**config.mk**
```make
export PLATFORM = sky130hd
export DESIGN_NAME = rgmii_tx_framer
export DESIGN_NICKNAME = d
export VERILOG_FILES = /design/src/rtl/rgmii_tx_framer.sv
export SDC_FILE = /design/constraint.sdc
export NUM_CORES = 1
export LEC_CHECK = 0
export ABC_AREA = 1
export BUFFER_PORTS_ARGS = -buffer_cell sky130_fd_sc_hd__buf_4
export CAP_MARGIN = 20
export CORE_MARGIN = 4
export CORE_UTILIZATION = 25
export DETAILED_ROUTE_END_ITERATION = 7
export PLACE_DENSITY_LB_ADDON = 0.25
export SYNTH_ARGS = -nofsm -noshare
export SYNTH_HDL_FRONTEND = slang
export SYNTH_SLANG_ARGS = --single-unit
```
**constraint.sdc**
```tcl
create_clock -name clk125MHz -period 2 [get_ports clk125MHz]
set_input_delay 0.1 -clock clk125MHz [delete_from_list [all_inputs] [get_ports clk125MHz]]
set_output_delay 0.1 -clock clk125MHz [all_outputs]
set_load 0.02 [all_outputs]
```
**src/rtl/rgmii_tx_framer.sv**
```systemverilog
// RGMII transmit framer: byte stream in, preamble/SFD/pad/FCS/IFG framing out,
// registered per-edge nibble and control values for the ODDR stage.
module rgmii_tx_framer #(
  parameter int unsigned PREAMBLE_LEN = 7,
  parameter int unsigned MIN_PAYLOAD  = 60,
  parameter int unsigned IFG_BYTES    = 12
) (
  input  logic       clk125MHz,
  input  logic       rst_n,
  input  logic [7:0] s_data,
  input  logic       s_valid,
  input  logic       s_last,
  input  logic       s_err,
  output logic       s_ready,
  output logic [3:0] txd_r,
  output logic [3:0] txd_f,
  output logic       txctl_r,
  output logic       txctl_f,
  output logic       busy,
  output logic       underrun
);

  typedef enum logic [2:0] {
    ST_IDLE,
    ST_PREAMBLE,
    ST_SFD,
    ST_DATA,
    ST_PAD,
    ST_FCS,
    ST_IFG
  } state_t;

  localparam logic [7:0]  PRE_LAST = 8'(PREAMBLE_LEN - 1);
  localparam logic [7:0]  FCS_LAST = 8'd3;
  // The single IDLE cycle before the next preamble completes the gap,
  // so the IFG state itself lasts one byte-time less than IFG_BYTES.
  localparam logic [7:0]  IFG_LAST = 8'(IFG_BYTES - 2);
  localparam logic [16:0] MIN_P    = 17'(MIN_PAYLOAD);

  state_t      state;
  state_t      state_next;
  logic [7:0]  cnt;
  logic [15:0] byte_cnt;
  logic [16:0] cnt_plus;
  logic [31:0] crc;
  logic [31:0] fcs_word;
  logic [7:0]  tx_byte;
  logic        tx_en;
  logic        tx_er;
  logic        underrun_next;

  function automatic logic [31:0] crc32_byte(input logic [31:0] c, input logic [7:0] d);
    logic [31:0] r;
    r = c ^ {24'h0, d};
    for (int unsigned i = 0; i < 8; i++) begin
      r = r[0] ? ((r >> 1) ^ 32'hEDB8_8320) : (r >> 1);
    end
    return r;
  endfunction

  assign cnt_plus = {1'b0, byte_cnt} + 17'd1;
  assign fcs_word = ~crc;

  always_ff @(posedge clk125MHz or negedge rst_n) begin
    if (!rst_n) begin
      state <= ST_IDLE;
    end else begin
      state <= state_next;
    end
  end

  always_comb begin
    state_next    = state;
    tx_byte       = '0;
    tx_en         = 1'b0;
    tx_er         = 1'b0;
    underrun_next = 1'b0;
    case (state)
      ST_IDLE: begin
        if (s_valid) state_next = ST_PREAMBLE;
      end
      ST_PREAMBLE: begin
        tx_byte = 8'h55;
        tx_en   = 1'b1;
        if (cnt == PRE_LAST) state_next = ST_SFD;
      end
      ST_SFD: begin
        tx_byte    = 8'hD5;
        tx_en      = 1'b1;
        state_next = ST_DATA;
      end
      ST_DATA: begin
        tx_en = 1'b1;
        if (s_valid) begin
          tx_byte = s_data;
          tx_er   = s_err;
          if (s_last) state_next = (cnt_plus < MIN_P) ? ST_PAD : ST_FCS;
        end else begin
          tx_er         = 1'b1;
          underrun_next = 1'b1;
          state_next    = ST_IFG;
        end
      end
      ST_PAD: begin
        tx_en = 1'b1;
        if (cnt_plus == MIN_P) state_next = ST_FCS;
      end
      ST_FCS: begin
        tx_en   = 1'b1;
        tx_byte = fcs_word[{cnt[1:0], 3'b000} +: 8];
        if (cnt == FCS_LAST) state_next = ST_IFG;
      end
      ST_IFG: begin
        if (cnt == IFG_LAST) state_next = ST_IDLE;
      end
      default: state_next = ST_IDLE;
    endcase
  end

  // Shared per-state cycle counter (preamble, FCS, IFG); restarts on every state change.
  always_ff @(posedge clk125MHz or negedge rst_n) begin
    if (!rst_n) begin
      cnt <= '0;
    end else if (state_next != state) begin
      cnt <= '0;
    end else begin
      cnt <= cnt + 8'd1;
    end
  end

  always_ff @(posedge clk125MHz or negedge rst_n) begin
    if (!rst_n) begin
      crc      <= '1;
      byte_cnt <= '0;
    end else begin
      case (state)
        ST_SFD: begin
          crc      <= '1;
          byte_cnt <= '0;
        end
        ST_DATA: begin
          if (s_valid) begin
            crc      <= crc32_byte(crc, s_data);
            byte_cnt <= (byte_cnt == '1) ? byte_cnt : byte_cnt + 16'd1;
          end
        end
        ST_PAD: begin
          crc      <= crc32_byte(crc, 8'h00);
          byte_cnt <= (byte_cnt == '1) ? byte_cnt : byte_cnt + 16'd1;
        end
        default: ;
      endcase
    end
  end

  always_ff @(posedge clk125MHz or negedge rst_n) begin
    if (!rst_n) begin
      txd_r    <= '0;
      txd_f    <= '0;
      txctl_r  <= 1'b0;
      txctl_f  <= 1'b0;
      s_ready  <= 1'b0;
      busy     <= 1'b0;
      underrun <= 1'b0;
    end else begin
      txd_r    <= tx_byte[3:0];
      txd_f    <= tx_byte[7:4];
      txctl_r  <= tx_en;
      txctl_f  <= tx_en ^ tx_er;
      s_ready  <= (state_next == ST_DATA);
      busy     <= (state_next != ST_IDLE);
      underrun <= underrun_next;
    end
  end

endmodule

```
; ---- Word level (Yosys, flattened, before mapping)
; Cells that the tools add are included.
[totals]
register_bits = 72
inputBits = 13
out_inout_bits = 13
wordCells = 92
[op_classes]
n_addsub = 3
order_cmp = 1
n_eq_ne = 14
n_shift = 1
muxes = 38
bitwise_logic = 19
reduce_logical = 5
[ops]
columns = cell, count
row1 = $mux W32, 17
row2 = $not A13 Y14, 16
row3 = $pmux W32 S3, 1
row4 = $pmux W16 S3, 1
row5 = $mux W16, 2
row6 = $not A32 Y32, 1
row7 = $pmux W8 S4, 1
row8 = $shiftx A32 B6 Y8, 1
row9 = $xor A32 B8 Y32, 1
row10 = $mux W3, 7
row11 = $pmux W3 S7, 1
row12 = $add A16 B1 Y17 const B, 1
row13 = $eq A17 B6 Y1 const B, 1
row14 = $lt A17 B6 Y1 const B, 1
row15 = $add A16 B1 Y16 const B, 1
row16 = $eq A16 B16 Y1 const B, 1
row17 = $mux W8, 2
row18 = $eq A3 B2 Y1 const B, 3
row19 = $eq A3 B3 Y1 const B, 3
row20 = $add A8 B1 Y8 const B, 1
row21 = $eq A8 B2 Y1 const B, 1
row22 = $eq A8 B3 Y1 const B, 1
row23 = $eq A8 B4 Y1 const B, 1
row24 = $mux W1, 6
row25 = other kinds (8), 9

; ---- Depth between registers and ports, before layout
[depth]
depth_word = 19
mapped_depth = 16
ltp_nobuf = 16

; ---- Worst setup path before layout
; OpenSTA, ideal clock, no wires.
[synth_timing]
kind = reg2reg
from = register crc[1]
to = register crc[23]
setup_time_ns = 0.080
arrival_ns = 1.785
required_time_ns = 1.920
path_slack_ns = 0.135
path_stages_with_launch = 14
path_buffers = 1
synth_period_minus_slack_ns = 1.865
cell_sequence = dfstp_2 -> buf_4 -> inv_2 -> nand2_1 -> nand2_2 -> nand2_1 -> nand2_2 -> inv_1 -> nand2_2 -> nand2_4 -> xor2_1 -> nand2_1 -> nand3_1 -> a21oi_1
[synth_via]
elab_chain_cells = 15
elab_cells_between_ends = 27
classes_between = mux: 18 / bitwise: 9
[synth_lines]
columns = element, line_no
row1 = start: declaration, 45  ; logic [31:0] crc;
row2 = start signal: assignment, 143  ; crc <= crc32_byte(crc, s_data);
row3 = start signal: assignment, 148  ; crc <= crc32_byte(crc, 8'h00);
row4 = $xor A32 B8 Y32, 54  ; r = c ^ {24'h0, d};
row5 = $mux W32 (3 in series), 56  ; r = r[0] ? ((r >> 1) ^ 32'hEDB8_8320) : (r >> 1);
row6 = $not A13 Y14 (no line), -
row7 = $mux W32, 56
row8 = $not A13 Y14 (no line), -
row9 = $mux W32 (2 in series), 56
row10 = $not A13 Y14 (no line), -
row11 = $mux W32, 56
row12 = $not A13 Y14 (no line), -
row13 = $mux W32, 56
row14 = $mux W32, 142  ; if (s_valid) begin
row15 = $pmux W32 S3 *, 136  ; case (state)
; Mark *: on every way between the ends. The rest lies on a longest branch, timed or not. The select of a mux whose other input is x is not followed.
; A chain may end at the register's enable or synchronous reset.

; ---- Worst setup path after layout
[layout_timing]
from = register byte_cnt[1]
to = register cnt[3]
[layout_via]
elab_chain_cells = 8
elab_cells_between_ends = 10
classes_between = add/sub: 1 / order compare: 1 / eq/ne: 2 / mux: 6
[layout_lines]
columns = element, line_no
row1 = start: declaration, 43  ; logic [15:0] byte_cnt;
row2 = start signal: assignment, 144  ; byte_cnt <= (byte_cnt == '1) ? byte_cnt : byte_cnt + 16'd1;
row3 = start signal: assignment, 149  ; byte_cnt <= (byte_cnt == '1) ? byte_cnt : byte_cnt + 16'd1;
row4 = $add A16 B1 Y17 *, 61  ; assign cnt_plus = {1'b0, byte_cnt} + 17'd1;
row5 = $lt A17 B6 Y1, 97  ; if (s_last) state_next = (cnt_plus < MIN_P) ? ST_PAD : ST_FCS;
row6 = $mux W1, 97
row7 = $mux W3, 97
row8 = $mux W3, 94  ; if (s_valid) begin
row9 = $pmux W3 S7 *, 78  ; case (state)
row10 = named net state_next[0], 41  ; state_t state_next;
row11 = $ne A3 B3 Y1 *, 124  ; end else if (state_next != state) begin
row12 = $mux W8 *, 124
row13 = end signal: assignment, 127  ; cnt <= cnt + 8'd1;
row14 = end: declaration, 42  ; logic [7:0] cnt;
; The timed path passes the listed nets; every way through them passes the cells marked *.

==> flow_metrics.tcl <==
set metrics [dict create \
    outcome "finished, final reports clean" \
    p_comb_share_pct 69.7 \
    start_util_pct 25.32 \
    clock_skew_ns 0.008829 \
    dp_hpwl_um 14290 \
    nets 889 \
    peakVddDrop_mv 0.6567 \
    synth_top_family_by_area "simple AND/OR/NAND/NOR gates" \
    finalHoldViolations 0 \
    synth.area.top_cells "dfrtp_1 (18%), dfstp_2 (15%), nand2_1 (10%)" \
    power_frac_clock_pct 10.7 \
    die_w_um 159.2 \
    rsz0062_at_grt "yes" \
    ys_warn_count 0 \
    cp-endpoint "cnt[3]" \
    dpl_cell_area_um2 6746 \
    hold_path_class "input port to flop" \
    fmax_mhz 508.7 \
    reg2reg_slack_ns 0.03 \
    reg2reg_depth 17 \
    root_buffer "clkbuf_16" \
    cts_tree "yes" \
    coreArea_um2 22570 \
    min_period_ns 1.966 \
    holdWs_ns 0.01247 \
    grt_pass1_vias 5241 \
    layout_commonest_cell "nand2_1" \
    vias_per_cell 4.643 \
    syn_area_um2 5715 \
    clock_latency_ns 0.36 \
    totalWireLength_um 19100 \
    powerDensity_nw_per_um2 2049 \
    endpoint_kind "flop" \
    rows 55 \
    synthAdderAreaFrac_pct 0.6567 \
    seq_area_frac_synth_pct 32.22 \
    mostFrequentLayoutCells "nand2_1 (145), buf_4 (99), inv_1 (97)" \
    r2r_start "byte_cnt[1]" \
    ios 26 \
    p_int_uw 7550 \
    yosysUniqueCellTypes 48 \
    drv_slew 0 \
    final_core_util_pct 32.30 \
    period_share_pct 98.29 \
    start_kind "flop" \
    swShare_pct 49.47 \
    syn_inst 778 \
    cts.htree.levels 3 \
    drtIter0Drc 311 \
    synth_seq_cells 72 \
    power.switching_uw 7392 \
    synth_xor_area_share_pct 17.97 \
    maxCapViolCount 0 \
    antenna_cells 0 \
    drive_above_1_share_pct 26.31 \
    cp_data_arrival_time_ns 2.21 \
    die-area_um2 25340 \
    p_seq_share_pct 19.6 \
    cts_num_sinks 72 \
    tightest_slew_ns 0.5252 \
    synth_top_area_share_pct 17.51 \
    overflow 0 \
    drtAntennaViolNets 0 \
    area_growth_syn_to_layout_pct 27.56 \
    fillCellCount 2446 \
    async_reset_ff_share_pct 100.0 \
    vias 5400 \
    wl_per_cell_um 16.42 \
    drc_errors 0 \
    crit_path_start "byte_cnt[1]" \
    cp.required_ns 2.25 \
    muxShareOfSynthArea_pct 0 \
    yosys.area.top_type "dfrtp_1" \
    grt_pass1_wl_um 30050 \
    synth_fp_nets 794 \
    synth_compound_area_share_pct 15.50 \
    clk_pin_slew_ns 0.07 \
    worstSetupPathType "flop to flop" \
    clockBufferDepth 2 \
    groute.usage.overall_pct 15.10 \
    final_area_um2 7291 \
    die_y_um 159.2 \
    grt_max_degree 40 \
    portBuffers 25 \
    antenna_found_initial 0 \
    ys.flop_type "dfrtp_1" \
    syn_avg_cell_area_um2 7.346 \
    timing.rr.end "cnt[3]" \
    firstDrtPassIters 5 \
    p_leak_uw 0.003263 \
    finalSetupViolations 0 \
    place_congestion 0.8805 \
    worstPathMaxFanout 8 \
    relSlewSlack_pct 64.62 \
    synth-simple-area-share_pct 24.26 \
    cts_buffers 9 \
    synth_edf_count 0 \
]
## kinds of logic (layout without fill, tap and decap cells)
logic type | after synthesis | count (layout)
buffers and inverters | 131 | 231
xor gates and xnor gates | 107 | 107
AOI/OAI and AO/OA | 149 | 149
adders and majority gates | 3 | 3
DFF | 72 | 72
and+or+nand+nor | 316 | 316
## stage by stage
stage                     worst slack (ns)  TNS (ns)  std cells  total power (uW)
after global placement             0.02697         0       1140             12830
after detailed placement          0.003346         0       1140             12860
final                              0.03414         0       1163             14940
after CTS                         0.003247         0       1158             14540
after floorplan                     0.1350         0        778              9383
after global routing               -0.1690    -1.602       1163             16210
## cell usage after synthesis, drive strengths merged, types with 6 or more instances
library cell	number
xnor2	40
buf	13
nor3	6
nand3	48
clkbuf	10
dfstp	32
o21ai	50
a32oi	11
nor2	76
a31oi	11
nand2	167
xor2	67
or2	10
a21oi	40
inv	107
o22ai	16
nand4	9
dfrtp	40
## worst max-delay path: stages, from the launching register on
cell and delay (ns):
dfrtp_1 0.39, ha_4 0.17, nand2_2 0.06, nor2_2 0.12, buf_6 0.14, nand3_2 0.08
nand2_2 0.07, nand2_2 0.06, inv_2 0.05, nand2_1 0.05, nor2_1 0.11, nand2_1 0.06
nor2_1 0.10, nor2_1 0.06, nand2_2 0.10, nand2_4 0.07, nand2_8 0.11, nor2_1 0.05
## layout make-up
class                   count  area, um^2  share of cell area (%)
clock buffers               9       225.2                   3.089
clock inverters             7       55.05                  0.7551
multi-input cells         575        3533                   48.46
inverters                 108       412.9                   5.663
repair buffers            107       865.8                   11.88
flip-flops and latches     72        1842                   25.26
well taps                 285       356.6                   4.891
## registers in the layout, summed over array words and instances (netlist names)
register and flops:
cnt 8, crc 32, underrun 1, s_ready 1
txd_f 4, busy 1, txctl_r 1, txctl_f 1
txd_r 4, byte_cnt 16, state 3
## per-layer routing
metal  vias up  share of wire [%]  track usage, %  wire, um
met3        20                3.7           1.916       714
met4         0                1.7           4.536       319
met2       114                 48           25.15      9235
li1       2713                  -               -         -
met5         -                  0               0         0
met1      2553                 46           20.53      8830
## power by group through the flow
stage / clock (uW) / sequential, uW / combinational (uW)
floorplan: 0 / 2840 / 6540
global placement: 0 / 2930 / 9900
detailed placement: 0 / 2930 / 9930
CTS: 1630 / 2910 / 10000
global route: 1700 / 3020 / 11500
finish: 1610 / 2930 / 10400
## worst min-delay path by stage
stage,start,end,slack [ns],cells after the start
finish,s_err,txctl_f,0.01,4
global route,s_err,txctl_f,0.04,4
CTS,s_err,txctl_f,0.005,4
detailed placement,rst_n,txd_f[0],0.12,1
global placement,rst_n,txd_f[0],0.13,1
floorplan,rst_n,busy,-0.20,0
## repair_timing
item                       4_1_cts  5_1_grt
hold endpoints to repair        14        0
buffers inserted                 0        5
setup endpoints to repair        6       38
hold buffers                     2        0
pin swaps                        0       17
gates resized for setup          1       50
No activity file was read; power rests on OpenSTA's default activity.
